### src/rtl/icache_mshr_entry_tracker_if.sv
// Handshake bundle between the MSHR entry tracker and its pre-allocator / miss path / refill
// clients. The slave modport belongs to the tracker; the master modport belongs to its users.
interface icache_mshr_entry_tracker_if #(
    parameter int unsigned ENTRY_NUM   = 8,
    parameter int unsigned INDEX_WIDTH = $clog2(ENTRY_NUM),
    parameter int unsigned CNT_WIDTH   = $clog2(ENTRY_NUM + 1)
);
    logic [ENTRY_NUM-1:0]   v_free_vld;
    logic [ENTRY_NUM-1:0]   v_rsv_oh;
    logic                   rsv_en;
    logic                   alloc_vld;
    logic [INDEX_WIDTH-1:0] alloc_idx;
    logic                   alloc_rdy;
    logic                   rel_vld;
    logic [INDEX_WIDTH-1:0] rel_idx;
    logic                   flush;
    logic [ENTRY_NUM-1:0]   v_busy;
    logic [CNT_WIDTH-1:0]   busy_cnt;
    logic                   full;
    logic                   err_illegal;

    modport master (
        input  v_free_vld, alloc_rdy, v_busy, busy_cnt, full, err_illegal,
        output v_rsv_oh, rsv_en, alloc_vld, alloc_idx, rel_vld, rel_idx, flush
    );

    modport slave (
        output v_free_vld, alloc_rdy, v_busy, busy_cnt, full, err_illegal,
        input  v_rsv_oh, rsv_en, alloc_vld, alloc_idx, rel_vld, rel_idx, flush
    );
endinterface

### src/rtl/icache_mshr_entry_tracker.sv
// Per-entry FREE -> RSV -> BUSY -> FREE lifecycle for the icache MSHRs, with reservation
// timeout/flush reclaim, a registered busy count and a sticky protocol-error flag.
module icache_mshr_entry_tracker #(
    parameter int unsigned ENTRY_NUM   = 8,
    parameter int unsigned INDEX_WIDTH = $clog2(ENTRY_NUM),
    parameter int unsigned CNT_WIDTH   = $clog2(ENTRY_NUM + 1),
    parameter int unsigned RSV_TIMEOUT = 16
) (
    input logic clk,
    input logic rst_n,
    icache_mshr_entry_tracker_if.slave io_trk
);
    // A disabled timeout still needs a legal (1-bit) age register.
    localparam int unsigned AGE_WIDTH = (RSV_TIMEOUT > 0) ? $clog2(RSV_TIMEOUT + 1) : 1;
    localparam logic [AGE_WIDTH-1:0] AGE_MAX  = '1;
    localparam logic [AGE_WIDTH-1:0] AGE_LAST =
        AGE_WIDTH'((RSV_TIMEOUT > 0) ? (RSV_TIMEOUT - 1) : 0);
    localparam bit TIMEOUT_EN = (RSV_TIMEOUT != 0);

    typedef enum logic [1:0] {
        ST_FREE = 2'b00,
        ST_RSV  = 2'b01,
        ST_BUSY = 2'b10,
        ST_BAD  = 2'b11
    } entry_st_e;

    entry_st_e            r_st      [ENTRY_NUM];
    entry_st_e            w_st_nxt  [ENTRY_NUM];
    logic [AGE_WIDTH-1:0] r_age     [ENTRY_NUM];
    logic [AGE_WIDTH-1:0] w_age_nxt [ENTRY_NUM];
    logic [CNT_WIDTH-1:0] r_busy_cnt;
    logic [CNT_WIDTH-1:0] w_busy_cnt_nxt;
    logic                 r_err;
    logic                 w_err_nxt;

    logic [ENTRY_NUM-1:0] w_is_free;
    logic [ENTRY_NUM-1:0] w_is_rsv;
    logic [ENTRY_NUM-1:0] w_is_busy;
    logic [ENTRY_NUM-1:0] w_is_bad;
    logic [ENTRY_NUM-1:0] w_alloc_dec;
    logic [ENTRY_NUM-1:0] w_rel_dec;
    logic [ENTRY_NUM-1:0] w_alloc_fire_vec;
    logic [ENTRY_NUM-1:0] w_timeout;

    logic w_rsv_onehot;
    logic w_rsv_conflict;
    logic w_rsv_ok;
    logic w_rel_ok;
    logic w_alloc_fire;
    logic w_err_set;

    always_comb begin
        for (int i = 0; i < ENTRY_NUM; i++) begin
            w_is_free[i]   = (r_st[i] == ST_FREE);
            w_is_rsv[i]    = (r_st[i] == ST_RSV);
            w_is_busy[i]   = (r_st[i] == ST_BUSY);
            w_is_bad[i]    = (r_st[i] == ST_BAD);
            w_alloc_dec[i] = (io_trk.alloc_idx == INDEX_WIDTH'(i));
            w_rel_dec[i]   = (io_trk.rel_idx == INDEX_WIDTH'(i));
            w_timeout[i]   = TIMEOUT_EN && (r_age[i] == AGE_LAST);
        end
    end

    // An index with no decode hit is out of range; that case falls out of the same vectors.
    assign w_rsv_onehot     = $onehot(io_trk.v_rsv_oh);
    assign w_rsv_conflict   = |(io_trk.v_rsv_oh & ~w_is_free);
    assign w_rsv_ok         = io_trk.rsv_en & w_rsv_onehot & ~w_rsv_conflict;
    assign w_rel_ok         = io_trk.rel_vld & |(w_rel_dec & w_is_busy);
    assign w_alloc_fire_vec = {ENTRY_NUM{io_trk.alloc_vld}} & w_alloc_dec & w_is_rsv;
    assign w_alloc_fire     = |w_alloc_fire_vec;

    assign w_err_set = (io_trk.rsv_en & (~w_rsv_onehot | w_rsv_conflict))
                     | (io_trk.rel_vld & ~w_rel_ok)
                     | (io_trk.alloc_vld & ~|w_alloc_dec)
                     | (|w_is_bad);

    always_comb begin
        for (int i = 0; i < ENTRY_NUM; i++) begin
            w_st_nxt[i]  = r_st[i];
            w_age_nxt[i] = r_age[i];
            unique case (r_st[i])
                ST_FREE: begin
                    if (w_rsv_ok && io_trk.v_rsv_oh[i]) begin
                        w_st_nxt[i]  = ST_RSV;
                        w_age_nxt[i] = '0;
                    end
                end
                ST_RSV: begin
                    // Allocation wins over both flush and timeout on the same entry.
                    if (w_alloc_fire_vec[i]) begin
                        w_st_nxt[i] = ST_BUSY;
                    end else if (io_trk.flush || w_timeout[i]) begin
                        w_st_nxt[i] = ST_FREE;
                    end else if (r_age[i] != AGE_MAX) begin
                        w_age_nxt[i] = r_age[i] + AGE_WIDTH'(1);
                    end
                end
                ST_BUSY: begin
                    if (w_rel_ok && w_rel_dec[i]) begin
                        w_st_nxt[i] = ST_FREE;
                    end
                end
                ST_BAD: begin
                    w_st_nxt[i] = ST_BAD;
                end
            endcase
        end
    end

    assign w_busy_cnt_nxt = r_busy_cnt + CNT_WIDTH'(w_alloc_fire) - CNT_WIDTH'(w_rel_ok);
    assign w_err_nxt      = r_err | w_err_set;

    always_ff @(posedge clk or negedge rst_n) begin
        if (!rst_n) begin
            for (int i = 0; i < ENTRY_NUM; i++) begin
                r_st[i]  <= ST_FREE;
                r_age[i] <= '0;
            end
            r_busy_cnt <= '0;
            r_err      <= 1'b0;
        end else begin
            for (int i = 0; i < ENTRY_NUM; i++) begin
                r_st[i]  <= w_st_nxt[i];
                r_age[i] <= w_age_nxt[i];
            end
            r_busy_cnt <= w_busy_cnt_nxt;
            r_err      <= w_err_nxt;
        end
    end

    assign io_trk.v_free_vld  = w_is_free;
    assign io_trk.v_busy      = w_is_busy;
    assign io_trk.busy_cnt    = r_busy_cnt;
    assign io_trk.full        = ~|w_is_free;
    assign io_trk.alloc_rdy   = |(w_alloc_dec & w_is_rsv);
    assign io_trk.err_illegal = r_err;
endmodule

### src/flat_wrapper.sv
// flat-port wrapper written by rule: the top's interface ports become plain ports
module icache_mshr_entry_tracker_flat 
#(
    parameter int unsigned ENTRY_NUM   = 8,
    parameter int unsigned INDEX_WIDTH = $clog2(ENTRY_NUM),
    parameter int unsigned CNT_WIDTH   = $clog2(ENTRY_NUM + 1),
    parameter int unsigned RSV_TIMEOUT = 16
)
  (clk, rst_n, io_trk_v_free_vld, io_trk_alloc_rdy, io_trk_v_busy, io_trk_busy_cnt, io_trk_full, io_trk_err_illegal, io_trk_v_rsv_oh, io_trk_rsv_en, io_trk_alloc_vld, io_trk_alloc_idx, io_trk_rel_vld, io_trk_rel_idx, io_trk_flush);
  icache_mshr_entry_tracker_if #(.ENTRY_NUM(ENTRY_NUM), .INDEX_WIDTH(INDEX_WIDTH), .CNT_WIDTH(CNT_WIDTH)) io_trk_i ();
  input logic clk;
  input logic rst_n;
  output wire logic [$bits(io_trk_i.v_free_vld)-1:0] io_trk_v_free_vld;
  output wire logic [$bits(io_trk_i.alloc_rdy)-1:0] io_trk_alloc_rdy;
  output wire logic [$bits(io_trk_i.v_busy)-1:0] io_trk_v_busy;
  output wire logic [$bits(io_trk_i.busy_cnt)-1:0] io_trk_busy_cnt;
  output wire logic [$bits(io_trk_i.full)-1:0] io_trk_full;
  output wire logic [$bits(io_trk_i.err_illegal)-1:0] io_trk_err_illegal;
  input wire logic [$bits(io_trk_i.v_rsv_oh)-1:0] io_trk_v_rsv_oh;
  input wire logic [$bits(io_trk_i.rsv_en)-1:0] io_trk_rsv_en;
  input wire logic [$bits(io_trk_i.alloc_vld)-1:0] io_trk_alloc_vld;
  input wire logic [$bits(io_trk_i.alloc_idx)-1:0] io_trk_alloc_idx;
  input wire logic [$bits(io_trk_i.rel_vld)-1:0] io_trk_rel_vld;
  input wire logic [$bits(io_trk_i.rel_idx)-1:0] io_trk_rel_idx;
  input wire logic [$bits(io_trk_i.flush)-1:0] io_trk_flush;
  assign io_trk_v_free_vld = io_trk_i.v_free_vld;
  assign io_trk_alloc_rdy = io_trk_i.alloc_rdy;
  assign io_trk_v_busy = io_trk_i.v_busy;
  assign io_trk_busy_cnt = io_trk_i.busy_cnt;
  assign io_trk_full = io_trk_i.full;
  assign io_trk_err_illegal = io_trk_i.err_illegal;
  assign io_trk_i.v_rsv_oh = io_trk_v_rsv_oh;
  assign io_trk_i.rsv_en = io_trk_rsv_en;
  assign io_trk_i.alloc_vld = io_trk_alloc_vld;
  assign io_trk_i.alloc_idx = io_trk_alloc_idx;
  assign io_trk_i.rel_vld = io_trk_rel_vld;
  assign io_trk_i.rel_idx = io_trk_rel_idx;
  assign io_trk_i.flush = io_trk_flush;
  icache_mshr_entry_tracker #(.ENTRY_NUM(ENTRY_NUM), .INDEX_WIDTH(INDEX_WIDTH), .CNT_WIDTH(CNT_WIDTH), .RSV_TIMEOUT(RSV_TIMEOUT)) u_core (.clk(clk), .rst_n(rst_n), .io_trk(io_trk_i));
endmodule
### config.mk
export PLATFORM = sky130hd
export DESIGN_NAME = icache_mshr_entry_tracker_flat
export DESIGN_NICKNAME = d
export VERILOG_FILES = /design/src/rtl/icache_mshr_entry_tracker_if.sv /design/src/rtl/icache_mshr_entry_tracker.sv /design/src/flat_wrapper.sv
export SDC_FILE = /design/constraint.sdc
export NUM_CORES = 1
export LEC_CHECK = 0
export BUFFER_PORTS_ARGS = -buffer_cell sky130_fd_sc_hd__clkbuf_2
export CAP_MARGIN = 10
export CORE_UTILIZATION = 55
export DETAILED_ROUTE_END_ITERATION = 10
export HOLD_SLACK_MARGIN = 0.1
export MAX_ROUTING_LAYER = met4
export PLACE_DENSITY = 0.72
export SETUP_SLACK_MARGIN = 0.1
export SLEW_MARGIN = 20
export SYNTH_ARGS = -nofsm -noshare
export SYNTH_HDL_FRONTEND = slang
export SYNTH_SLANG_ARGS = --single-unit
export TNS_END_PERCENT = 5
### constraint.sdc
create_clock -name clk -period 5.6 [get_ports clk]
set_input_delay 0.28 -clock clk [delete_from_list [all_inputs] [get_ports clk]]
set_output_delay 0.28 -clock clk [all_outputs]
set_load 0.05 [all_outputs]
* After elaboration in Yosys (flattened, before gate mapping) *
Index checks and enable logic that the tools add are counted.

word-level totals
  register bits after elaboration = 61
  input port bits = 20
  output and inout bits = 23
  logic and storage cells = 305

cells by class
  add/sub/neg operators = 17
  equal/unequal tests = 103
  mux-type cells = 80
  bitwise logic cells = 20
  reduce and logical (&&, ||, !) cells = 67

operators with widths
  operator                                        number
  two-way mux 5 bit                               32
  inequality test 2 bit (second input constant)   40
  one-hot mux 5 bit (2 select lines)              8
  two-way mux 2 bit                               32
  one-hot mux 2 bit (4 select lines)              8
  OR reduction 8 bit                              7
  adder 5 x 1 -> 5 bit (second input constant)    8
  bitwise AND 8 bit                               5
  == test 5 x 4 -> 1 bit (second input constant)  8
  inequality test 5 bit (second input constant)   8
  AND reduction 5 bit                             8
  == test 2 bit (second input constant)           16
  == test 3 bit (second input constant)           8
  inequality test 3 bit (second input constant)   8
  AND reduction 3 bit                             8
  == test 2 x 1 -> 1 bit (second input constant)  8
  logical AND 1 bit                               16
  logical NOT 2 bit                               8
  nonzero test 2 bit                              8
  adder 4 bit                                     3
  == test 3 x 2 -> 1 bit (second input constant)  4
  adder 1 x 1 -> 2 bit                            4
  logical OR 1 bit                                8
  NOT 8 bit                                       1
  9 further kinds                                 23

* Logic depth before layout (Yosys ltp) *
  word-level depth = 11
  depth in mapped cells = 12
  mapped depth without buffers = 12

* Worst setup path before layout *
Ideal clock, no wire load.

  path kind = in2reg
  start = input port io_trk_v_rsv_oh[0]
  end = register u_core.r_st[13] (netlist name)
  arrival = 3,975 ps
  data required time = 5,472 ps
  setup slack = 1,498 ps
  stages = 12
  cells stage by stage = ha_1 -> inv_1 -> fa_1 -> fa_1 -> inv_1 -> ha_1 -> fa_1 -> or4b_1 -> nor3_4 -> nand4_1 -> a221oi_2 -> mux2_1

on the way
  cells in the longest elaborated chain, start to end = 9
  elaborated cells between the ends (all ways) = 12
  those cells by class = 3 x add/sub; 2 x eq/ne; 4 x bitwise; 3 x reduce/logical

ends and longest elaborated chain
  element                                         line                              text
  start: declaration                              flat_wrapper.sv:19                input wire logic [$bits(io_trk_i.v_rsv_oh)-1:0] io_trk_v_rsv_oh;
  adder 1 x 1 -> 2 bit (not written as such)      icache_mshr_entry_tracker.sv:65   assign w_rsv_onehot = $onehot(io_trk.v_rsv_oh);
  adder 4 bit (not written as such) (2 in a row)  icache_mshr_entry_tracker.sv:65
  == test 4 x 1 -> 1 bit                          icache_mshr_entry_tracker.sv:65
  bitwise AND 1 bit                               icache_mshr_entry_tracker.sv:67   assign w_rsv_ok = io_trk.rsv_en & w_rsv_onehot & ~w_rsv_conflict;
  bitwise AND 1 bit *                             icache_mshr_entry_tracker.sv:67
  logical AND 1 bit *                             icache_mshr_entry_tracker.sv:83   if (w_rsv_ok && io_trk.v_rsv_oh[i]) begin
  inequality test 2 bit (no source line) *        --
  AND reduction 3 bit (no source line) *          --
  end signal: indexed assignment                  icache_mshr_entry_tracker.sv:123  r_st[i] <= w_st_nxt[i];
  end: declaration                                icache_mshr_entry_tracker.sv:27   entry_st_e r_st [ENTRY_NUM];

Mark *: on every way between the ends. The rest lies on a longest branch, timed or not.
A chain may end at the register's enable or synchronous reset.

* Final worst setup path *
  start = input port io_trk_v_rsv_oh[3]
  end = register u_core.r_st[13] (netlist name)

Same word-level chain as after synthesis.

==> results.md <==
* Yosys cell types at 65
* Worst-case setup slack after placement at 0.984 ns
* Total global routing track utilization at 0.292
* Count of flip-flops with a built-in enable after synthesis at 0
* Skew final at between 0.01 and 0.015 ns
* Actual slew at the worst max-slew pin at 0.967 ns
* Sink Count at 61
* Final Util at 0.618
* Number of top-level pins at 43
* Final critical delay including setup and external delays at 4.26 ns
* Cells after synthesis at around 560
* Hold Violations, Final at 0
* Number of resized instances in the post-cts repair step at 0
* Max Cap Violations at 0
* Synthesis Warnings at 0
* Average footprint of a synthesized cell at a little over 9 um^2
* Global routing met3 resource utilization at 0.0548
* Switching Share at 0.507
* Clock tree buffer depth at 2
* Sum of buffers and inverters on the critical path at 3
* Root Driver: clkbuf_8
* Worst EP arrival at 4.49 ns
* Worst path required time at approximately 6 ns
* Remaining design rule violation count at 0
* Floorplan die height at 99.3 um
* Top cells by count, synth: ha_1 (68), dfrtp_1 (61), inv_1 (57), a21oi_1 (30), nand3_1 (26)
* Total length of routed wires at 13200 um
* Initial Utilization at 0.566
* Crit path top cell by count: fa_1
* Post-CTS Hold Buffers at 0
* Setup repair after global routing missed its margin: no
* Antenna violations before repair at 0
* Final setup violation count at 0
* Relative contribution of combinational cells to total power at 0.614
* Starting DRC count in detailed routing at between 200 and 300
* Worst hold margin at 0.0976 ns
* Endpoint type of the worst setup path: flop
* Overall power after layout at ~3.3 mW
* Startpoint kind of the worst setup timing path: primary input
* Kind of critical path: in -> reg
* Fraction of final layout cells with drive strength greater than 1 at 0.118
* H-Tree Depth at 3
* CP Cell Sequence: clkbuf_2 -> ha_1 -> inv_1 -> fa_1 -> fa_1 -> inv_1 -> ha_1 -> fa_1 -> or4b_1 -> nor3_4 -> nand4_1 -> a221oi_2 -> mux2_1
* Top-count cell post-synth: ha_1
* Crit path max-delay family: adder cells
* Path category of the worst min-delay check: in -> async
* Worst-path cell with the longest stage delay: or4b_1
* # rows at 35
* Busiest layer in global routing: met2
* Static leakage at 2.77 nW
* Max-slew headroom at 0.349
* Total CTS buffers at 9
* RePlAce Congestion at 0.896
* Largest stage delay on the critical path at 0.56 ns
* Part of the power in registers at 0.260
* Average wire per standard cell at 18.6 um
* Dominant synthesized flop cell: dfrtp_1
* Power per cell area at 573 nW/um^2
* Max Freq at 235 MHz
* Library cell with the largest summed area after synthesis: dfrtp_1
* Met1 Use GR at 0.375
* Post-synthesis register bit count at 61
* Clock slew at the register clock pins of the worst setup and hold paths at 0.08 ns
* Final-report max-slew violation count at 0
* Clock latency at the later pin of the worst-skew pair at about 0.36 ns
* Final #Nets at 688
* Net count after synthesis at approximately 650
* HPWL after DPL at 9960 um
* Buffers inserted by post-CTS timing repair at 0
* Vias after detailed routing at 4620
* ANT cells at 0
* Area share of the leading cell type in the synthesized netlist at 0.293
* Final worst setup slack at 1.34 ns
* Detailed-router iteration count before antenna repair at 5
* Via count of the first global-routing pass at 4496
* I/O Buffers at 42
* Mapped cell area at 5200 um^2
* Psw at 1.65 mW
* Die area at 9860 um^2
* Clock network fraction of total power at 0.126
* Run status: finished clean
* Number of filler instances in the final layout at approximately 800
* Cell types occupying the most area after synthesis: dfrtp_1 (29%), ha_1 (16%), inv_1 (4.1%)
* Sequential element share of the synthesized area at 0.293
* Async set-or-reset flop fraction in the synthesized netlist at 1.00
* Maximum net fanout on the critical path at 10
* CTS tree: yes
* Via density at between 6 and 7
* Setup TNS at 0 ns
* First-pass GRT wire length at 22000 um
* Pin count of the biggest net entering global routing at 62
* Pint at 1.60 mW
* GRT Residual Overflow at 0
* Synthesis-to-layout area growth at 9.11%
* Width of the die at 99.3 um
* Std-Cell Core Area at 9200 um^2
* Count of nets left with antenna violations after detail routing at 0
* Met2 track demand over resource at 0.469
* Peak supply drop at 384 uV
* Crit share post-route at 0.761
cell usage in the layout (no fill, tap or decap), types with 4 or more instances in the layout:
cell type  count
dfrtp_1       61
a221oi_1       6
mux4_2         4
a21oi_1       30
ha_1          68
mux2i_1       19
a21o_1        10
nand2b_1      10
nor3_1        10
and2_1        15
clkbuf_2      42
nor4_1         5
nand4_1       19
inv_1         57
clkbuf_8      10
nand3b_1       4
a31oi_1        9
o211a_1        5
or4_1          6
nor4b_1        5
a211oi_1       4
and3_1        18
or3_1          6
nor2b_1        7
nand4b_1       5
nand3_1       26
o21ai_0       11
a222oi_1       4
nand2_1       25
a221o_1        7
fa_1           5
a211o_1        6
nor2_1        20
per-layer routing:
layer | vias up | share of wire
met5 | - | 0
li1 | 2175 | -
met3 | 25 | 0.051
met1 | 2294 | 0.45
met4 | 0 | 0.022
met2 | 126 | 0.47
stage by stage:
step / instances / cell area [um^2]
final: 711 / 5680
after floorplan: 561 / 5200
after CTS: 711 / 5680
after detailed placement: 695 / 5490
after global placement: 695 / 5490
after global routing: 711 / 5680
power by group through the flow:
| stage | clock (mW) | combinational (mW) | sequential (mW) |
|---|---|---|---|
| final | 0.409 | 2.00 | 0.848 |
| after global routing | 0.430 | 2.20 | 0.878 |
| after CTS | 0.410 | 1.99 | 0.842 |
| after detailed placement | 0 | 1.98 | 0.850 |
| after global placement | 0 | 1.93 | 0.834 |
| after floorplan | 0 | 1.53 | 0.853 |
cell type report:
type | count | area (um^2) | share of cell area
clock inverter | 4 | 47.5 | 0.00837
tap | 111 | 139 | 0.0245
timing repair buffer | 44 | 225 | 0.0397
inverter | 57 | 214 | 0.0377
clock buffer | 12 | 145 | 0.0256
sequential | 61 | 1530 | 0.269
multi-input combinational | 422 | 3380 | 0.596
state kept, by name (all words and copies together), names as in the netlist:
signal and cells:
u_core.r_st 16, u_core.r_age 40, u_core.io_trk.err_illegal 1, u_core.io_trk.busy_cnt 4
logic make-up (layout without fill, tap and decap cells):
family	after synthesis	in the layout	share of synthesized area
AOI/OAI and AO/OA	125	125	0.180
xor gates and xnor gates	3	3	0.00505
adders and majority gates	73	73	0.183
buffers and inverters	78	117	0.0570
DFF	61	61	0.293
muxes	28	28	0.0647
and+or+nand+nor	193	193	0.217
worst paths after layout:
| check | startpoint | depth (start not counted) | end | slack [ns] |
|---|---|---|---|---|
| max in group asynchronous | rst_n | 2 | u_core.r_age[13] | 4.96 |
| min reg2reg | u_core.r_age[8] | 1 | u_core.r_age[8] | 0.53 |
| max | io_trk_v_rsv_oh[3] | 13 | u_core.r_st[13] | 1.34 |
| min in group clk | io_trk_rel_vld | 2 | u_core.io_trk.err_illegal | 0.26 |
| max reg2reg | u_core.r_st[14] | 7 | u_core.r_st[13] | 2.30 |
| min | rst_n | 2 | u_core.r_age[18] | 0.1 |
Note: power is estimated with default switching activity, not from simulation.
